`config.mk`:
```
export PLATFORM = sky130hd
export DESIGN_NAME = muldiv_seq
export DESIGN_NICKNAME = d
export VERILOG_FILES = /design/src/rtl/muldiv_pkg.sv /design/src/rtl/muldiv_abs.sv /design/src/rtl/muldiv_seq.sv
export SDC_FILE = /design/constraint.sdc
export NUM_CORES = 1
export LEC_CHECK = 0
export ABC_AREA = 1
export ABC_CLOCK_PERIOD_IN_PS = 2300
export CAP_MARGIN = 30
export CORE_MARGIN = 1
export CORE_UTILIZATION = 60
export DETAILED_ROUTE_END_ITERATION = 10
export DONT_BUFFER_PORTS = 1
export GPL_TIMING_DRIVEN = 1
export PLACE_DENSITY = 0.79
export SLEW_MARGIN = 10
export SYNTH_ARGS = -nofsm -noshare
export SYNTH_HDL_FRONTEND = slang
export SYNTH_SLANG_ARGS = --single-unit
```
`constraint.sdc`:
```
create_clock -name clk -period 2.3 [get_ports clk]
set_input_delay 0.575 -clock clk [delete_from_list [all_inputs] [get_ports clk]]
set_output_delay 0.575 -clock clk [all_outputs]
set_load 0.02 [all_outputs]
```
`src/rtl/muldiv_pkg.sv`:
```
// Shared definitions for the sequential multiply/divide unit: op encodings,
// FSM state type and the iteration-counter width helper.
package muldiv_pkg;

    localparam logic [1:0] OP_MULU = 2'b00;
    localparam logic [1:0] OP_MULS = 2'b01;
    localparam logic [1:0] OP_DIVU = 2'b10;
    localparam logic [1:0] OP_DIVS = 2'b11;

    typedef enum logic [1:0] {
        StIdle,
        StRun,
        StFix
    } state_t;

    // Counter must hold the value WIDTH itself, hence the extra bit.
    function automatic int unsigned cnt_width(input int unsigned width);
        return $clog2(width) + 1;
    endfunction

endpackage

```
`src/rtl/muldiv_abs.sv`:
```
// Conditional two's-complement: passes the value through or negates it.
// Serves both operand magnitude extraction and signed result correction.
module muldiv_abs #(
    parameter int unsigned WIDTH = 16
) (
    input  logic [WIDTH-1:0] value,
    input  logic             negate,
    output logic [WIDTH-1:0] result
);

    always_comb begin
        result = negate ? (~value + {{(WIDTH-1){1'b0}}, 1'b1}) : value;
    end

endmodule

```
`src/rtl/muldiv_seq.sv`:
```
// Sequential signed/unsigned multiply (WxW->2W) and restoring divide (2W/W).
// Optional MULDIV_EARLY_EXIT_EN: multiply stops once the remaining multiplier is zero.
module muldiv_seq
    import muldiv_pkg::*;
#(
    parameter int unsigned WIDTH = 16
) (
    input  logic               clk,
    input  logic               reset_n,
    input  logic               start,
    input  logic [1:0]         op,
    input  logic [2*WIDTH-1:0] opa,
    input  logic [WIDTH-1:0]   opb,
    output logic               ready,
    output logic               done,
    output logic [WIDTH-1:0]   res_hi,
    output logic [WIDTH-1:0]   res_lo,
    output logic               flag_n,
    output logic               flag_z,
    output logic               flag_dz,
    output logic               flag_ovf
);

    localparam int unsigned CW = cnt_width(WIDTH);
    localparam int unsigned W2 = 2 * WIDTH;
    localparam logic [WIDTH-1:0] POS_LIM = {1'b0, {(WIDTH-1){1'b1}}};
    localparam logic [WIDTH-1:0] NEG_LIM = {1'b1, {(WIDTH-1){1'b0}}};

    state_t           state;
    logic [CW-1:0]    cnt;
    logic [1:0]       op_q;
    logic             neg_res;
    logic             rem_neg;
    logic             dz;
    logic             ovf;
    logic [W2-1:0]    acc;
    logic [W2-1:0]    mcand;
    logic [WIDTH-1:0] mplier;
    logic [WIDTH-1:0] divisor;

    // Operand magnitudes, computed from the live inputs at accept time.
    logic [W2-1:0]    a_in;
    logic [W2-1:0]    a_mag;
    logic [WIDTH-1:0] b_mag;
    logic             a_sign;
    logic             b_sign;
    logic             div_zero;
    logic             div_big;

    always_comb begin
        a_in     = op[1] ? opa : {{WIDTH{op[0] & opa[WIDTH-1]}}, opa[WIDTH-1:0]};
        a_sign   = op[0] & a_in[W2-1];
        b_sign   = op[0] & opb[WIDTH-1];
        div_zero = (opb == '0);
        div_big  = (a_mag[W2-1:WIDTH] >= b_mag);
    end

    muldiv_abs #(.WIDTH(W2)) u_abs_a (
        .value  (a_in),
        .negate (a_sign),
        .result (a_mag)
    );

    muldiv_abs #(.WIDTH(WIDTH)) u_abs_b (
        .value  (opb),
        .negate (b_sign),
        .result (b_mag)
    );

    // One iteration of each datapath.
    logic [WIDTH:0]   win;
    logic [WIDTH+1:0] diff;
    logic [W2-1:0]    div_next;
    logic [W2-1:0]    mul_next;
    logic [WIDTH-1:0] mplier_next;
    logic [CW-1:0]    cnt_next;
    logic             run_exit;

    always_comb begin
        // Partial remainder stays below the divisor, so the W+1-bit window is
        // always under twice the divisor and a successful difference fits in W bits.
        win         = {acc[W2-1:WIDTH], acc[WIDTH-1]};
        diff        = {1'b0, win} - {2'b00, divisor};
        div_next    = diff[WIDTH+1] ? {acc[W2-2:0], 1'b0}
                                    : {diff[WIDTH-1:0], acc[WIDTH-2:0], 1'b1};
        mul_next    = mplier[0] ? (acc + mcand) : acc;
        mplier_next = mplier >> 1;
        cnt_next    = cnt - CW'(1);
`ifdef MULDIV_EARLY_EXIT_EN
        run_exit    = (cnt_next == '0) || (!op_q[1] && (mplier_next == '0));
`else
        run_exit    = (cnt_next == '0);
`endif
    end

    // Result correction in FIX.
    logic [W2-1:0]    fix_in;
    logic [W2-1:0]    fix_res;
    logic [WIDTH-1:0] fix_rem;
    logic             sdiv_ovf;

    always_comb begin
        fix_in   = op_q[1] ? {{WIDTH{1'b0}}, acc[WIDTH-1:0]} : acc;
        sdiv_ovf = (op_q == OP_DIVS) &&
                   (neg_res ? (acc[WIDTH-1:0] > NEG_LIM) : (acc[WIDTH-1:0] > POS_LIM));
    end

    muldiv_abs #(.WIDTH(W2)) u_abs_res (
        .value  (fix_in),
        .negate (neg_res),
        .result (fix_res)
    );

    muldiv_abs #(.WIDTH(WIDTH)) u_abs_rem (
        .value  (acc[W2-1:WIDTH]),
        .negate (rem_neg),
        .result (fix_rem)
    );

    always_ff @(posedge clk or negedge reset_n) begin
        if (!reset_n) begin
            state    <= StIdle;
            cnt      <= '0;
            op_q     <= '0;
            neg_res  <= 1'b0;
            rem_neg  <= 1'b0;
            dz       <= 1'b0;
            ovf      <= 1'b0;
            acc      <= '0;
            mcand    <= '0;
            mplier   <= '0;
            divisor  <= '0;
            ready    <= 1'b1;
            done     <= 1'b0;
            res_hi   <= '0;
            res_lo   <= '0;
            flag_n   <= 1'b0;
            flag_z   <= 1'b0;
            flag_dz  <= 1'b0;
            flag_ovf <= 1'b0;
        end else begin
            unique case (state)
                StIdle: begin
                    done <= 1'b0;
                    if (start && ready) begin
                        op_q     <= op;
                        neg_res  <= a_sign ^ b_sign;
                        rem_neg  <= op[1] & a_sign;
                        dz       <= 1'b0;
                        ovf      <= 1'b0;
                        ready    <= 1'b0;
                        cnt      <= CW'(WIDTH);
                        flag_n   <= 1'b0;
                        flag_z   <= 1'b0;
                        flag_dz  <= 1'b0;
                        flag_ovf <= 1'b0;
                        if (op[1]) begin
                            acc     <= a_mag;
                            divisor <= b_mag;
                            if (div_zero) begin
                                dz    <= 1'b1;
                                state <= StFix;
                            end else if (div_big) begin
                                ovf   <= 1'b1;
                                state <= StFix;
                            end else begin
                                state <= StRun;
                            end
                        end else begin
                            acc    <= '0;
                            mcand  <= {{WIDTH{1'b0}}, a_mag[WIDTH-1:0]};
                            mplier <= b_mag;
                            state  <= StRun;
                        end
                    end
                end
                StRun: begin
                    cnt <= cnt_next;
                    if (op_q[1]) begin
                        acc <= div_next;
                    end else begin
                        acc    <= mul_next;
                        mcand  <= mcand << 1;
                        mplier <= mplier_next;
                    end
                    if (run_exit) begin
                        state <= StFix;
                    end
                end
                StFix: begin
                    done  <= 1'b1;
                    ready <= 1'b1;
                    state <= StIdle;
                    if (dz || ovf || sdiv_ovf) begin
                        res_hi   <= '0;
                        res_lo   <= '0;
                        flag_n   <= 1'b0;
                        flag_z   <= 1'b0;
                        flag_dz  <= dz;
                        flag_ovf <= ovf | sdiv_ovf;
                    end else if (op_q[1]) begin
                        res_hi <= fix_rem;
                        res_lo <= fix_res[WIDTH-1:0];
                        flag_n <= fix_res[WIDTH-1];
                        flag_z <= (fix_res[WIDTH-1:0] == '0);
                    end else begin
                        res_hi <= fix_res[W2-1:WIDTH];
                        res_lo <= fix_res[WIDTH-1:0];
                        flag_n <= fix_res[W2-1];
                        flag_z <= (fix_res == '0);
                    end
                end
                default: begin
                    state <= StIdle;
                    ready <= 1'b1;
                end
            endcase
        end
    end

endmodule

```
==> key figures, run 1 <==
Run status
  – Status: complete, but fails checks
  – Failing checks: negative hold slack, negative setup slack

Detailed routing
  – DR top layer: met4
  – Vias post-DR: 15010
  – Met2 WL: roughly 22 mm
  – Final ANT Viol Nets: 0
  – Initial DRC count: between 1500 and 2000
  – # DRC: 0
  – M1 WL: 18.07 mm
  – Vias per inst: 5.952
  – Final WL: 47.02 mm
  – Met3 wire len: 4.320 mm
  – 1st-pass router iterations: 6
  – Routed wire per std cell: 18.65 µm

Clock tree
  – Clock transition at path regs: 0.08 ns
  – CTS sink cnt: 147
  – CTS tree: built
  – CTS root buf: clkbuf_16
  – H-tree depth: 4
  – TritonCTS Buffers: 17
  – CTS Buffer Depth: 2
  – Clk_lat worst skew: 0.45 ns

Final layout
  – Fin util: 79.51%
  – Layout area overhead: 29.53%
  – Area of the multi-input gates: 8731 µm²
  – # fillers: 1468
  – # diodes: 0
  – Register Area: between 3000 and 4000 µm²
  – Share of cells above drive strength 1: 24.44%
  – Net count, final: 2358
  – Layout Cells excl Fill: 2521

Synth
  – Yosys synthesis warning count: 0
  – Synth Area per Inst: 6.484 µm²
  – Register bit total from synthesis: ~150
  – Post-Synth XOR/XNOR Area: under 10%
  – Post-synth net total: 2115
  – Post-synthesis cell area: around 13000 µm²
  – Synth Area in Compound Gates: between 10% and 20%
  – Post-synth top area share: 28.31%
  – Count of cell types in the netlist: 58
  – Post-synthesis adder-cell area fraction: under 10%
  – Register area share after synthesis: 28.52%
  – Syn Inst Count: 1990
  – Largest family of logic cells by synthesized area: simple AND/OR/NAND/NOR gates
  – Post-Synth Simple-Gate Area: 30.98%
  – Post-synthesis mux area share: 0%
  – Ranking of synthesized cells by area: dfrtp_1 (28%), nand2_1 (14%), inv_1 (7.3%), o21ai_0 (7.1%), ha_1 (6.8%)
  – Post-synth top area cell: dfrtp_1

Setup path
  – Startpoint type of the worst setup path: primary input
  – Critical path class: in2reg
  – Crit. End Element: flop
  – CP arrival: 2.90 ns
  – Critical path required time: ~2.6 ns
  – Critical Path Fanout Max: 4

STA
  – Setup ws final: -0.2799 ns
  – RSZ-0062 raised after global routing: yes
  – Final setup violation count: 9
  – Final Critical Period: 2.580 ns
  – Fin crit share: 112.2%
  – Hold Slack: -0.1889 ns
  – Final setup TNS: -0.8958 ns
  – Rel. slew slack: 48.28%
  – Worst Skew: 0.01403 ns
  – Max Slew Vio Count: 0
  – Fmax: between 300 and 400 MHz
  – Actual slew at the worst max-slew pin: 0.7676 ns
  – Final hold violation count: 146

Die
  – Die width: approximately 150 µm
  – Die area: between 20000 and 25000 µm²
  – # IOs: 91
  – Starting density of the core: 61.38%
  – Core ar.: 21020 µm²
  – Die Span Y: 148.7 µm
  – Num rows: 53

GRT
  – Largest net degree at the start of global routing: ~150
  – Initial antenna violation count: 0
  – First-pass GRT wire length: 69.19 mm
  – GRT Overall Usage: approximately two fifths
  – Vias in the first global route: between 10000 and 15000
  – Grt ovf: 0

Power
  – Switching Share: 52.66%
  – Internal Power: 13.48 mW
  – Clock share of power: 10.2%
  – PD cells: about 1700 nW/µm²
  – Worst vdd ir: around 1.0 mV
  – Total leakage power: 8.316 nW
  – P_sw: between 10 and 15 mW
  – Sequential share of power: 18.6%
  – Combinational share of power: 71.2%

Placement
  – Placed instance count: 2457
  – Post-DP HPWL: about 34 mm
  – Port bufs: 0
  – GPL Wtd Cong: about 1.0

Worst hold path
  – Hold Path Class: in2async

Run
  – Max-cap violations: 0
-- per-stage QoR --
stage          hold slack (ns)  worst slack [ns]  power [mW]  cell area, µm²
6_report               -0.1889           -0.2799       28.47           16710
5_1_grt                -0.1967           -0.4341       30.27           16710
4_1_cts                -0.1908           -0.1965       25.26           15720
3_5_place_dp            0.2823           -0.8480       22.08           14940
3_3_place_gp            0.2819           -0.6889       21.55           14940
2_1_floorplan           0.2794           -0.5916       15.74           12940
-- cell families (layout without fill, tap and decap cells) --
kind of cell,after synthesis,in the layout
xor+xnor,54,54
flops,147,147
buf+inv,337,593
simple gates,936,936
compound gates,444,444
fa+ha+maj,72,72
-- state kept, by name, summed over array words and instances, names as in the netlist, 2 cells and up --
| name | count |
|---|---|
| divisor | 16 |
| res_hi | 16 |
| state | 2 |
| mplier | 16 |
| op_q | 2 |
| acc | 32 |
| cnt | 5 |
| res_lo | 16 |
| mcand | 32 |
-- area by class of cell --
| cell class | count | share of cell area, % |
|---|---|---|
| tap | 275 | 2.059 |
| timing repair buffer | 293 | 13.68 |
| clock buffer | 17 | 2.545 |
| sequential | 147 | 22.11 |
| inverter | 268 | 6.401 |
| multi-input combinational | 1506 | 52.24 |
| clock inverter | 15 | 0.9657 |
-- timing repair --
action	in CTS	in global routing
resized for setup	30	212
buffers inserted	13	22
pin swaps	18	76
endpoints found under the setup margin	29	45
endpoints found under the hold margin	147	146
-- metal layers --
layer / vias to the layer above / global-route usage, %
met5: - / 0
met4: 0 / 18.45
met1: 6897 / 50.05
li1: 7030 / -
met2: 898 / 68.46
met3: 181 / 6.503
-- critical path, stage by stage --
cell and delay, ns:
clkinv_16 0.02, ha_4 0.13, nand2_4 0.05, nor2_4 0.13, nand3_4 0.11, nor3_4 0.15
nand2_1 0.09, xor2_1 0.14, nand2_1 0.09, nand2_2 0.10, inv_2 0.06, ha_4 0.25
inv_2 0.03, nand2_2 0.06, a21oi_2 0.05, o21ai_1 0.14, nand3_1 0.10, nand2_1 0.08
nand3_1 0.07, nand2_1 0.08, nand2_2 0.07, nand3_2 0.11, nand2_2 0.09, nand2_2 0.07
nand3_2 0.05
-- synth_stat cells, drive strengths merged --
cell	instances
o221ai	1
nand3b	16
a22oi	7
o21ai	201
and3	1
fa	2
or2	1
a21boi	2
clkbuf	35
o21a	4
buf	34
nand4	20
nor4	1
xnor2	4
xor2	50
dfrtp	146
a31oi	15
o21bai	6
o31ai	15
clkinv	5
a21o	6
a31o	1
inv	263
nor3	27
a21oi	147
nor2	219
a22o	4
nand3	147
o22ai	20
and2	3
nand2	501
a211oi	1
a2bb2oi	1
o221a	1
ha	70
o211ai	9
o22a	3
dfstp	1
-- power groups by stage --
stage	clock network [mW]	registers, mW	logic (mW)
2_1_floorplan	0	4.89	10.8
3_3_place_gp	0	5.09	16.5
3_5_place_dp	0	5.15	16.9
4_1_cts	2.89	5.11	17.3
5_1_grt	2.99	5.41	21.9
6_report	2.91	5.30	20.3
-- final timing paths --
check                             start   endpoint  slack, ns  depth (start not counted)
min in group clk                  op[1]   state[1]       0.28                          2
worst min-delay path            reset_n  res_lo[7]      -0.19                          0
worst min register to register   cnt[4]     cnt[4]       0.49                          1
worst max register to register   acc[0]    acc[26]      -0.07                         15
worst max-delay path             opa[0]   state[0]      -0.28                         25
max in group asynchronous       reset_n      ready       2.08                          0
-- placed cells by master, fill, tap and decap left out, types with 9 or more instances in the layout --
cell and instances:
inv_1 238, nand2_1 452, o21ai_0 157, inv_2 21, nand2_4 9, a21oi_2 32
xor2_1 47, nand2_2 40, ha_1 43, buf_6 13, dfrtp_2 13, nand4_1 18
nor2_1 202, nand3b_1 16, nand3_1 121, nand3_2 22, ha_4 24, a21oi_1 114
a31oi_1 15, nor2_2 9, clkbuf_16 17, o211ai_1 9, dfrtp_1 133, o22ai_1 20
o21ai_1 35, nor3_1 18, o31ai_1 14, buf_4 277
No activity file was read; power rests on OpenSTA's default activity.
==> run 2, diff against run 1 <==
SYNTH_HIERARCHICAL = 1   (was default)
==> run 2 against run 1 <==
Against the previous run: the flow still finishes with violations (negative hold slack, negative setup slack); sequential cell count is the same; hold slack gained 0.025 ns; synthesized area grew 11%; synthesized cell count grew 18%; power grew 3.2%; final cell count grew 15%; register-to-register slack gained 0.05 ns; die area grew 11%.
==> key figures, run 2 <==
Synth
  – Count of cell types in the netlist: 51 (was 58)
  – Post-synth top area cell: dfrtp_1 (unchanged)
  – Async S/R FF share, synth: 100.0% (unchanged)
  – Top cells by count, synth: nand2_1 (811), inv_1 (345), nor2_1 (238) (was nand2_1 (491), inv_1 (252), nor2_1 (213))
  – Ys flop type: dfrtp_1 (unchanged)
  – Post-synthesis cell area: 14330 µm² (was 12900 µm²)
  – Post-synth EDFFs: 0 (unchanged)
  – Most frequent cell after synthesis: nand2_1 (unchanged)
  – Register bit total from synthesis: 147 (unchanged)
  – Syn Inst Count: 2347 (was 1990)
  – Post-synth top area share: 25.50% (was 28.31%)
  – Post-synth net total: 2471 (was 2115)
  – Synth Area per Inst: 6.105 µm² (was 6.484 µm²)
  – Ranking of synthesized cells by area: dfrtp_1 (25%), nand2_1 (21%), inv_1 (9.0%), nor2_1 (6.2%), ha_1 (6.0%) (was dfrtp_1 (28%), nand2_1 (14%), inv_1 (7.3%), o21ai_0 (7.1%), ha_1 (6.8%))
  – Register area share after synthesis: 25.68% (was 28.52%)
  – Yosys synthesis warning count: 6 (was 0)

Setup path
  – Reg2reg start: acc[18] (was acc[0])
  – Crit path top cell by count: nand2_1 (was nand2_2)
  – Critical R2R Capture: flag_z (was acc[26])
  – CP peak stage delay: 0.21 ns (was 0.25 ns)
  – Crit. End Element: flop (unchanged)
  – CP delay by family, top: simple AND/OR/NAND/NOR gates (unchanged)
  – Worst Reg2Reg Path Length in Cells: 15 (unchanged)
  – Critical path class: in2reg (unchanged)
  – Critical path required time: 2.67 ns (was 2.62 ns)
  – Worst path cell trace: inv_12, nand3_4, nand2_2, inv_2, nor2_2, buf_6, clkinv_8, nor2_4, nor2_4, nand2_1, nand2_1, nand2_2, ha_4, a21oi_2, nor2_1, o21bai_1, nand2_1, nand2_1, nand3_2, o21ai_2, nand3_1, nand2_1
  – Buf/Inv on CP: 4 (was 3)
  – CP arrival: 2.85 ns (was 2.90 ns)
  – Worst reg-to-reg setup slack: -0.02 ns (was -0.07 ns)
  – Critical Path Fanout Max: 48 (was 4)
  – Slowest CP cell: ha_4 (unchanged)
  – Startpoint type of the worst setup path: primary input (unchanged)

STA
  – Final hold violation count: 146 (unchanged)
  – Max Slew Vio Count: 0 (unchanged)
  – Hold Slack: -0.1641 ns (was -0.1889 ns)
  – RSZ-0062 raised after global routing: yes (unchanged)
  – Rel. slew slack: 71.92% (was 48.28%)
  – Worst Skew: 0.02099 ns (was 0.01403 ns)
  – Final setup TNS: -0.5879 ns (was -0.8958 ns)
  – Final setup violation count: 5 (was 9)
  – Actual slew at the worst max-slew pin: 0.4168 ns (was 0.7676 ns)
  – Fmax: 403.6 MHz (was 387.6 MHz)
  – Fin crit share: 107.7% (was 112.2%)
  – Setup ws final: -0.1778 ns (was -0.2799 ns)
  – Final Critical Period: 2.478 ns (was 2.580 ns)

Placement
  – GPL Wtd Cong: 1.026 (was 0.9977)
  – Post-DP HPWL: 36.82 mm (was 33.95 mm)
  – Area after DPL: 16230 µm² (was 14940 µm²)
  – Place WS: -0.7172 ns (was -0.8480 ns)
  – Port bufs: 0 (unchanged)

Detailed routing
  – Final ANT Viol Nets: 0 (unchanged)
  – # DRC: 0 (unchanged)
  – Initial DRC count: 1509 (was 1578)
  – Final WL: 47.89 mm (was 47.02 mm)
  – Vias post-DR: 16140 (was 15010)
  – 1st-pass router iterations: 6 (unchanged)
  – Vias per inst: 5.578 (was 5.952)
  – Routed wire per std cell: 16.55 µm (was 18.65 µm)

Final layout
  – Share of cells above drive strength 1: 23.81% (was 24.44%)
  – Biggest regs: acc x32, mcand x32 (unchanged)
  – Post-route cell area: 18230 µm² (was 16710 µm²)
  – Commonest cells after routing, fill and taps aside: nand2_1 (749), inv_1 (334), buf_4 (247) (was nand2_1 (452), buf_4 (277), inv_1 (238))
  – Most common cell after layout, fill and taps aside: nand2_1 (unchanged)
  – # diodes: 0 (unchanged)
  – Layout area overhead: 27.24% (was 29.53%)
  – Net count, final: 2686 (was 2358)

Clock tree
  – H-tree depth: 4 (unchanged)
  – CTS sink cnt: 147 (unchanged)
  – CTS root buf: clkbuf_16 (unchanged)
  – Clock transition at path regs: 0.07 ns (was 0.08 ns)
  – TritonCTS Buffers: 17 (unchanged)
  – CTS tree: built (unchanged)
  – CTS Buffer Depth: 2 (unchanged)
  – Clk_lat worst skew: 0.44 ns (was 0.45 ns)

Die
  – Die Span Y: 156.5 µm (was 148.7 µm)
  – Core ar.: 23470 µm² (was 21020 µm²)
  – Die area: 24500 µm² (was 22100 µm²)
  – Num rows: 56 (was 53)
  – Die width: 156.5 µm (was 148.7 µm)
  – Starting density of the core: 61.04% (was 61.38%)
  – # IOs: 91 (unchanged)

GRT
  – First-pass GRT wire length: 73.95 mm (was 69.19 mm)
  – Grt ovf: 0 (unchanged)
  – Initial antenna violation count: 0 (unchanged)
  – Largest net degree at the start of global routing: 148 (unchanged)
  – Vias in the first global route: 14770 (was 13690)
  – GRT Overall Usage: 38.91% (was 40.32%)

Run
  – Max-cap violations: 0 (unchanged)

Power
  – P_sw: 15.73 mW (was 14.99 mW)
  – Combinational share of power: 71.8% (was 71.2%)
  – Internal Power: 13.66 mW (was 13.48 mW)
  – Switching Share: 53.51% (was 52.66%)
  – Worst vdd ir: 0.7656 mV (was 1.015 mV)
  – Sequential share of power: 18.8% (was 18.6%)
  – Clock share of power: 9.3% (was 10.2%)
  – PD cells: 1612 nW/µm² (was 1703 nW/µm²)
  – Total leakage power: 9.387 nW (was 8.316 nW)

Run status
  – Failing checks: negative hold slack, negative setup slack (unchanged)
  – Status: complete, but fails checks (unchanged)

Worst hold path
  – Hold Path Class: in2async (unchanged)
[run 2: cell count changes after synthesis, sizes merged, moves of 26 or more]
cell and delta:
o21ai -64, nand2 +328, inv +96, xnor2 +26, nor2 +61, a21oi -71
[run 2: cell families (layout without fill, tap and decap cells)]
logic type | count (synthesis) | in the layout | share of synthesized area (%)
compound gates | 288 | 288 | 11.46
buf+inv | 432 | 660 | 12.03
flops | 147 | 147 | 25.68
xor+xnor | 62 | 62 | 3.790
mux | 16 | 16 | 1.127
simple gates | 1331 | 1331 | 39.60
fa+ha+maj | 71 | 71 | 6.305
[run 2: cell type report]
class	instances	area, µm²
repair buffers	267	2178
flip-flops and latches	147	3709
inverters	361	1385
multi-input cells	1768	9997
well taps	319	399.1
clock inverters	14	132.6
clock buffers	18	429.2
fillers	1839	5243
[run 2: per-layer routing]
| layer | vias up | wire length (µm) | global-route usage [%] |
|---|---|---|---|
| met1 | 7381 | 19470 | 49.43 |
| li1 | 7840 | - | - |
| met5 | - | 0 | 0 |
| met4 | 0 | 2338 | 19.61 |
| met2 | 789 | 22190 | 63.82 |
| met3 | 134 | 3902 | 6.397 |
[run 2: worst register-to-register path: stages, from the launching register on]
cell and delay, ns:
dfrtp_2 0.47, inv_2 0.11, nor2_4 0.05, nor2_1 0.19, nand2_2 0.13, nor2_2 0.13
nand2_1 0.07, nand2_1 0.10, nand2_1 0.06, nand2_1 0.06, nand2_1 0.09, nor4_4 0.26
nand4_1 0.23, nand2_1 0.12, nand2_1 0.05, o21ai_1 0.12
[run 2: worst max path at each step]
stage               start        to  slack (ns)  cells after the start
floorplan           op[1]  state[1]       -0.46                     20
global placement    op[1]  state[0]       -0.64                     20
detailed placement  op[1]  state[0]       -0.72                     20
CTS                 op[1]  state[0]       -0.03                     22
global route        op[1]  state[0]       -0.33                     23
finish              op[1]  state[0]       -0.18                     22
[run 2: power by group through the flow]
stage	registers, mW	clock network [mW]	logic (mW)
2_1_floorplan	4.96	0	12.7
3_3_place_gp	5.41	0	18.2
3_5_place_dp	5.45	0	18.6
4_1_cts	5.38	2.75	19.2
5_1_grt	5.68	2.87	23.1
6_report	5.54	2.74	21.1
[run 2: through the flow]
stage          power, mW  utilization, %  cells  hold WS [ns]
5_1_grt            31.67           77.67   2894       -0.1830
3_3_place_gp       23.62           69.15   2825        0.2820
2_1_floorplan      17.71               -   2347        0.2794
4_1_cts            27.31           74.25   2884       -0.1761
3_5_place_dp       24.02           69.15   2825        0.2821
6_report           29.39           77.67   2894       -0.1641
[run 2: repair_timing]
action | 4_1_cts | 5_1_grt
setup endpoints to repair | 21 | 88
hold endpoints to repair | 146 | 146
setup buffers | 25 | 11
pin swaps | 55 | 56
cloned | 2 | 0
gates resized for setup | 94 | 179
